### config.mk
export PLATFORM = sky130hd
export DESIGN_NAME = ram_arbiter
export DESIGN_NICKNAME = d
export VERILOG_FILES = /design/src/rtl/ram_arbiter.sv
export SDC_FILE = /design/constraint.sdc
export NUM_CORES = 1
export LEC_CHECK = 0
export CAP_MARGIN = 20
export CORE_MARGIN = 2
export CORE_UTILIZATION = 26
export DETAILED_ROUTE_END_ITERATION = 6
export PLACE_DENSITY = 0.77
export SYNTH_ARGS = -nofsm -noshare
export SYNTH_HDL_FRONTEND = slang
export SYNTH_SLANG_ARGS = --single-unit
### constraint.sdc
create_clock -name clk -period 1.5 [get_ports clk]
set_input_delay 0.3 -clock clk [delete_from_list [all_inputs] [get_ports clk]]
set_output_delay 0.3 -clock clk [all_outputs]
set_load 0.01 [all_outputs]
### src/rtl/ram_arbiter.sv
// ram_arbiter: shares one 1-cycle-latency synchronous RAM between a CPU and NUM_CH channels.
// Define ARB_ROUND_ROBIN_EN for round-robin channel arbitration; default is fixed priority (lowest index wins).
module ram_arbiter #(
    parameter int ADDR_WIDTH = 11,
    parameter int DATA_WIDTH = 8,
    parameter int NUM_CH     = 2
) (
    input  logic                         clk,
    input  logic                         reset,
    input  logic [ADDR_WIDTH-1:0]        cpu_addr,
    input  logic [DATA_WIDTH-1:0]        cpu_wdata,
    input  logic                         cpu_we,
    input  logic                         cpu_sync,
    output logic                         cpu_ready,
    input  logic [NUM_CH-1:0]            ch_req,
    input  logic [NUM_CH-1:0]            ch_we,
    input  logic [NUM_CH*ADDR_WIDTH-1:0] ch_addr,
    input  logic [NUM_CH*DATA_WIDTH-1:0] ch_wdata,
    output logic [NUM_CH-1:0]            ch_grant,
    output logic [NUM_CH-1:0]            ch_rvalid,
    output logic [ADDR_WIDTH-1:0]        ram_addr,
    output logic [DATA_WIDTH-1:0]        ram_wdata,
    output logic                         ram_we
);

    localparam int IDX_W = (NUM_CH > 1) ? $clog2(NUM_CH) : 1;

    typedef enum logic [1:0] {
        CPU_PREP = 2'd0,
        CPU_RUN  = 2'd1,
        CH_OWN   = 2'd2
    } state_t;

    state_t             r_state;
    state_t             w_state_nxt;
    logic               r_cpu_ready;
    logic [NUM_CH-1:0]  r_grant;
    logic [NUM_CH-1:0]  w_grant_nxt;
    logic [NUM_CH-1:0]  r_rvalid;
    logic [IDX_W-1:0]   r_owner;
    logic [IDX_W-1:0]   w_owner_nxt;
    logic [IDX_W-1:0]   w_start;
    logic [IDX_W-1:0]   w_pick;
    logic               w_found;
    logic               w_new_grant;

`ifdef ARB_ROUND_ROBIN_EN
    logic [IDX_W-1:0]   r_ptr;
    assign w_start = r_ptr;
`else
    assign w_start = {IDX_W{1'b0}};
`endif

    assign cpu_ready = r_cpu_ready;
    assign ch_grant  = r_grant;
    assign ch_rvalid = r_rvalid;

    // Arbitration: first requesting channel found searching upward from w_start (wrapping).
    always_comb begin
        w_found = 1'b0;
        w_pick  = {IDX_W{1'b0}};
        for (int k = 0; k < NUM_CH; k++) begin
            if (!w_found && ch_req[(int'(w_start) + k) % NUM_CH]) begin
                w_found = 1'b1;
                w_pick  = IDX_W'((int'(w_start) + k) % NUM_CH);
            end else begin
                w_found = w_found;
            end
        end
    end

    // Next-state logic; a released owner hands straight to the next requester without a gap.
    always_comb begin
        w_state_nxt = r_state;
        w_grant_nxt = r_grant;
        w_owner_nxt = r_owner;
        w_new_grant = 1'b0;
        case (r_state)
            CPU_PREP: begin
                w_state_nxt = CPU_RUN;
                w_grant_nxt = {NUM_CH{1'b0}};
            end
            CPU_RUN: begin
                if (w_found && cpu_sync) begin
                    w_state_nxt = CH_OWN;
                    w_grant_nxt = NUM_CH'(1'b1) << w_pick;
                    w_owner_nxt = w_pick;
                    w_new_grant = 1'b1;
                end else begin
                    w_state_nxt = CPU_RUN;
                    w_grant_nxt = {NUM_CH{1'b0}};
                end
            end
            CH_OWN: begin
                if (ch_req[r_owner]) begin
                    w_state_nxt = CH_OWN;
                end else if (w_found) begin
                    w_grant_nxt = NUM_CH'(1'b1) << w_pick;
                    w_owner_nxt = w_pick;
                    w_new_grant = 1'b1;
                end else begin
                    w_state_nxt = CPU_PREP;
                    w_grant_nxt = {NUM_CH{1'b0}};
                end
            end
            default: begin
                w_state_nxt = CPU_PREP;
                w_grant_nxt = {NUM_CH{1'b0}};
            end
        endcase
    end

    // State register plus registered ready, grant and read-valid.
    always_ff @(posedge clk or posedge reset) begin
        if (reset) begin
            r_state     <= CPU_PREP;
            r_cpu_ready <= 1'b0;
            r_grant     <= {NUM_CH{1'b0}};
            r_owner     <= {IDX_W{1'b0}};
            r_rvalid    <= {NUM_CH{1'b0}};
        end else begin
            r_state     <= w_state_nxt;
            r_cpu_ready <= (w_state_nxt == CPU_RUN);
            r_grant     <= w_grant_nxt;
            r_owner     <= w_owner_nxt;
            r_rvalid    <= r_grant & ~ch_we;
        end
    end

`ifdef ARB_ROUND_ROBIN_EN
    // Round-robin pointer: one past the most recently granted channel.
    always_ff @(posedge clk or posedge reset) begin
        if (reset) begin
            r_ptr <= {IDX_W{1'b0}};
        end else if (w_new_grant) begin
            r_ptr <= IDX_W'((int'(w_pick) + 1) % NUM_CH);
        end else begin
            r_ptr <= r_ptr;
        end
    end
`endif

    // RAM port mux; writes are only possible in CPU_RUN or for a granted channel.
    always_comb begin
        ram_addr  = cpu_addr;
        ram_wdata = cpu_wdata;
        ram_we    = 1'b0;
        case (r_state)
            CPU_RUN: begin
                ram_addr  = cpu_addr;
                ram_wdata = cpu_wdata;
                ram_we    = cpu_we;
            end
            CH_OWN: begin
                ram_addr  = ch_addr[r_owner*ADDR_WIDTH +: ADDR_WIDTH];
                ram_wdata = ch_wdata[r_owner*DATA_WIDTH +: DATA_WIDTH];
                ram_we    = ch_we[r_owner];
            end
            default: begin
                ram_addr  = cpu_addr;
                ram_wdata = cpu_wdata;
                ram_we    = 1'b0;
            end
        endcase
    end

endmodule

==> summary.md <==
| Metric | Value |
|---|---|
| Data arrival at the endpoint of the critical path | `1.44 ns` |
| Number of buffer cells added on primary ports | `89` |
| Area delta synth->final | `131.2%` |
| HPWL after DPL | `2.725 mm` |
| Number of cells on the worst reg-to-reg path | `7` |
| Number of vias per cell after detailed routing | `4.745` |
| Cells traversed along the worst timing path | `inv_2 > ha_4 > clkbuf_16 > nor2_1 > a21oi_1 > buf_2` |
| TritonRoute pass-1 iters | `4` |
| Setup crit end kind | `output pin` |
| Worst-case setup margin in the final layout | `-0.2404 ns` |
| Inserted Clock Buffers | `3` |
| Sequential-to-total area share from yosys stat | `0.2312` |
| Average footprint of a synthesized cell | `7.943 µm²` |
| Pins over their slew limit | `0` |
| Time the final worst path needs with I/O delays and setup | `1.740 ns` |
| Result of the run | `finished with violations` |
| Final setup violation count | `24` |
| CTS Hold Buffers Added | `0` |
| Total power | `0.002677 W` |
| Longest Clk Path Bufs | `2` |
| Terminus of the critical flop-to-flop path | `cpu_ready$_DFF_PP0_` |
| Post-CTS clock slew at the launch and capture registers of the worst setup and hold paths | `0.06 ns` |
| Leakage | `0.8816 nW` |
| Failing checks | `setup timing` |
| Antenna violations before repair | `0` |
| Critical register-to-register path startpoint | `r_state[0]$_DFF_PP0_` |
| Synthesized cell area | `865.8 µm²` |
| RSZ-0062 raised after global routing | `true` |
| Pwr Density | `1337 nW/µm²` |
| Largest net degree at the start of global routing | `21` |
| Fraction of layout instances using a drive strength above 1 | `0.3128` |
| Post-Synthesis Cells | `109` |
| WL final | `3.723 mm` |
| Root buffer cell | `sky130_fd_sc_hd__clkbuf_4` |
| Critical path startpoint category | `flip-flop` |
| Largest delay share family, worst path | `buffers and inverters` |
| Core footprint | `3103 µm²` |
| Max_cap viols | `0` |
| First-iteration detailed-routing DRC count | `49` |
| Worst skew pair latency | `0.26 ns` |
| Post-route ant nets | `0` |
| Total number of nets in the final design | `282` |
| Via count | `1210` |
| Reg2Reg Setup Slack | `-0.16 ns` |
| Final setup skew | `0.01492 ns` |
| Required @ worst endpoint | `1.20 ns` |
| Classification of the worst setup path | `flip-flop to output pin` |
| Wire length of the first global-routing pass | `5.181 mm` |
| Ratio of final minimum period to clock period | `1.160` |
| Full die area | `3808 µm²` |
| Num rows | `20` |
| Remaining DRCs | `0` |
| Tot GR Track Use | `0.1825` |
| Post-synthesis register bit count | `8` |
| Yosys warning total | `0` |
| Number of unique standard cell types used by synthesis | `23` |
| Fin Hold WS | `0.2895 ns` |
| Die height | `61.71 µm` |
| H-Tree Depth | `1` |
| Ant. Diodes | `0` |
| Vias in the first global route | `1200` |
| Final routed wire length divided by cell count | `14.60 µm` |
| Largest fanout on the critical path | `10` |
| Initial standard-cell utilization of the core | `0.2790` |
| Count of buffer and inverter cells on the critical path | `3` |
| Highest clock frequency the design can meet | `0.5746 GHz` |
| Number of top-level design ports | `90` |
| Transition time at the pin with the least slew margin | `0.3083 ns` |
| Type of the most critical hold path | `input port to async pin` |
| CTS tree | `built` |
| Post-synth net total | `178` |
| Slew HR | `0.7943` |
| Clock sink total | `8` |
| Die Wd | `61.71 µm` |
| Fillcell total | `271` |
| Final number of hold-violating endpoints | `0` |
| RePlAce Congestion | `0.7141` |
| Overflow left after global routing | `0` |
| Maximum VDD drop | `0.5547 mV` |
| Worst path slowest cell | `sky130_fd_sc_hd__dfrtp_1` |
| Longest individual stage delay on the worst path | `0.40 ns` |
## synth_stat cells
cell                       number  share of area
sky130_fd_sc_hd__a211oi_1       1         0.0087
sky130_fd_sc_hd__a21oi_1       24           0.14
sky130_fd_sc_hd__a221o_1        2          0.023
sky130_fd_sc_hd__a22o_1         4          0.040
sky130_fd_sc_hd__a22oi_1        2          0.017
sky130_fd_sc_hd__and2_1         1         0.0072
sky130_fd_sc_hd__and3b_1        1          0.010
sky130_fd_sc_hd__buf_1          4          0.017
sky130_fd_sc_hd__buf_2          3          0.017
sky130_fd_sc_hd__buf_6          1          0.013
sky130_fd_sc_hd__dfrtp_1        8           0.23
sky130_fd_sc_hd__ha_1           4          0.058
sky130_fd_sc_hd__inv_1          4          0.017
sky130_fd_sc_hd__mux2_2         1          0.013
sky130_fd_sc_hd__mux2_4         1          0.017
sky130_fd_sc_hd__mux2i_1       19           0.22
sky130_fd_sc_hd__nand2b_1       1         0.0072
sky130_fd_sc_hd__nor2_1        21          0.091
sky130_fd_sc_hd__nor2b_1        3          0.022
sky130_fd_sc_hd__nor3b_1        1         0.0087
sky130_fd_sc_hd__o211ai_1       1         0.0087
sky130_fd_sc_hd__o21ai_0        1         0.0058
sky130_fd_sc_hd__or2_2          1         0.0072
## worst max path at each step
stage | slack, ns | start | cells past startpoint | to
final | -0.24 | r_state[0]$_DFF_PP0_ | 6 | ram_addr[1]
after CTS | -0.22 | r_state[0]$_DFF_PP0_ | 6 | ram_wdata[2]
after global routing | -0.31 | r_state[0]$_DFF_PP0_ | 6 | ram_addr[3]
after floorplan | -0.03 | r_state[0]$_DFF_PP0_ | 6 | ram_addr[1]
after detailed placement | -0.47 | r_state[0]$_DFF_PP0_ | 6 | ram_wdata[2]
after global placement | -0.43 | ch_we[1] | 5 | ram_we
## kinds of logic after synthesis
logic type	count (synthesis)	synth area share
DFF	8	0.2312
AOI/OAI and AO/OA	35	0.2428
muxes	21	0.2500
and+or+nand+nor	29	0.1532
adders and majority gates	4	0.05781
buffers and inverters	12	0.06501
## sequential cells by signal, summed over array words and instances, names as in the netlist
name and flops:
ch_grant 2, ch_rvalid 2, r_state 2, cpu_ready 1, r_owner 1
## through the flow
stage | instance area, µm² | cells | util | TNS (ns) | setup slack, ns
CTS | 1939 | 252 | 0.6250 | -4.378 | -0.2232
floorplan | 873.3 | 109 | - | -0.5975 | -0.03232
detailed placement | 1889 | 246 | 0.6089 | -9.625 | -0.4708
global placement | 1889 | 246 | 0.6089 | -8.070 | -0.4337
global route | 2002 | 255 | 0.6452 | -5.869 | -0.3051
finish | 2002 | 255 | 0.6452 | -4.474 | -0.2404
## power breakdown
| part | internal, W | total (W) | switching (W) | leakage, nW |
|---|---|---|---|---|
| Sequential | 0.000292 | 0.000357 | 0.0000658 | 0.104 |
| Clock | 0.0000919 | 0.000170 | 0.0000783 | 0.0138 |
| Combinational | 0.00116 | 0.00215 | 0.000986 | 0.764 |
## what timing repair did
item / CTS / global route
setup endpoints to repair: 25 / 28
buffers inserted: 2 / 2
resized for setup: 104 / 6
gates cloned: 1 / 1
pin swaps: 7 / 6
## area by class of cell
class | instances | area (µm²) | area share
tap | 44 | 55.05 | 0.02750
clock buffer | 3 | 22.52 | 0.01125
inverter | 4 | 15.01 | 0.007500
multi-input combinational | 89 | 695.7 | 0.3475
sequential | 8 | 201.4 | 0.1006
timing repair buffer | 107 | 1012 | 0.5056
## cells in the final DEF, fill, tap and decap left out, drive strengths merged, types with 3 or more instances in the layout
cell type and instances:
a21oi 24, a22o 4, buf 37, clkbuf 4
clkdlybuf4s50 67, dfrtp 8, ha 4, inv 4
mux2i 19, nor2 21, nor2b 3
## metal layers
metal,part of all wire,wire [µm],GRT usage
met1,0.36,1353,0.1830
met3,0.066,246,0.02692
met5,0,0,0
met2,0.55,2041,0.3714
met4,0.022,81,0.06687
No activity file was read; power rests on OpenSTA's default activity.
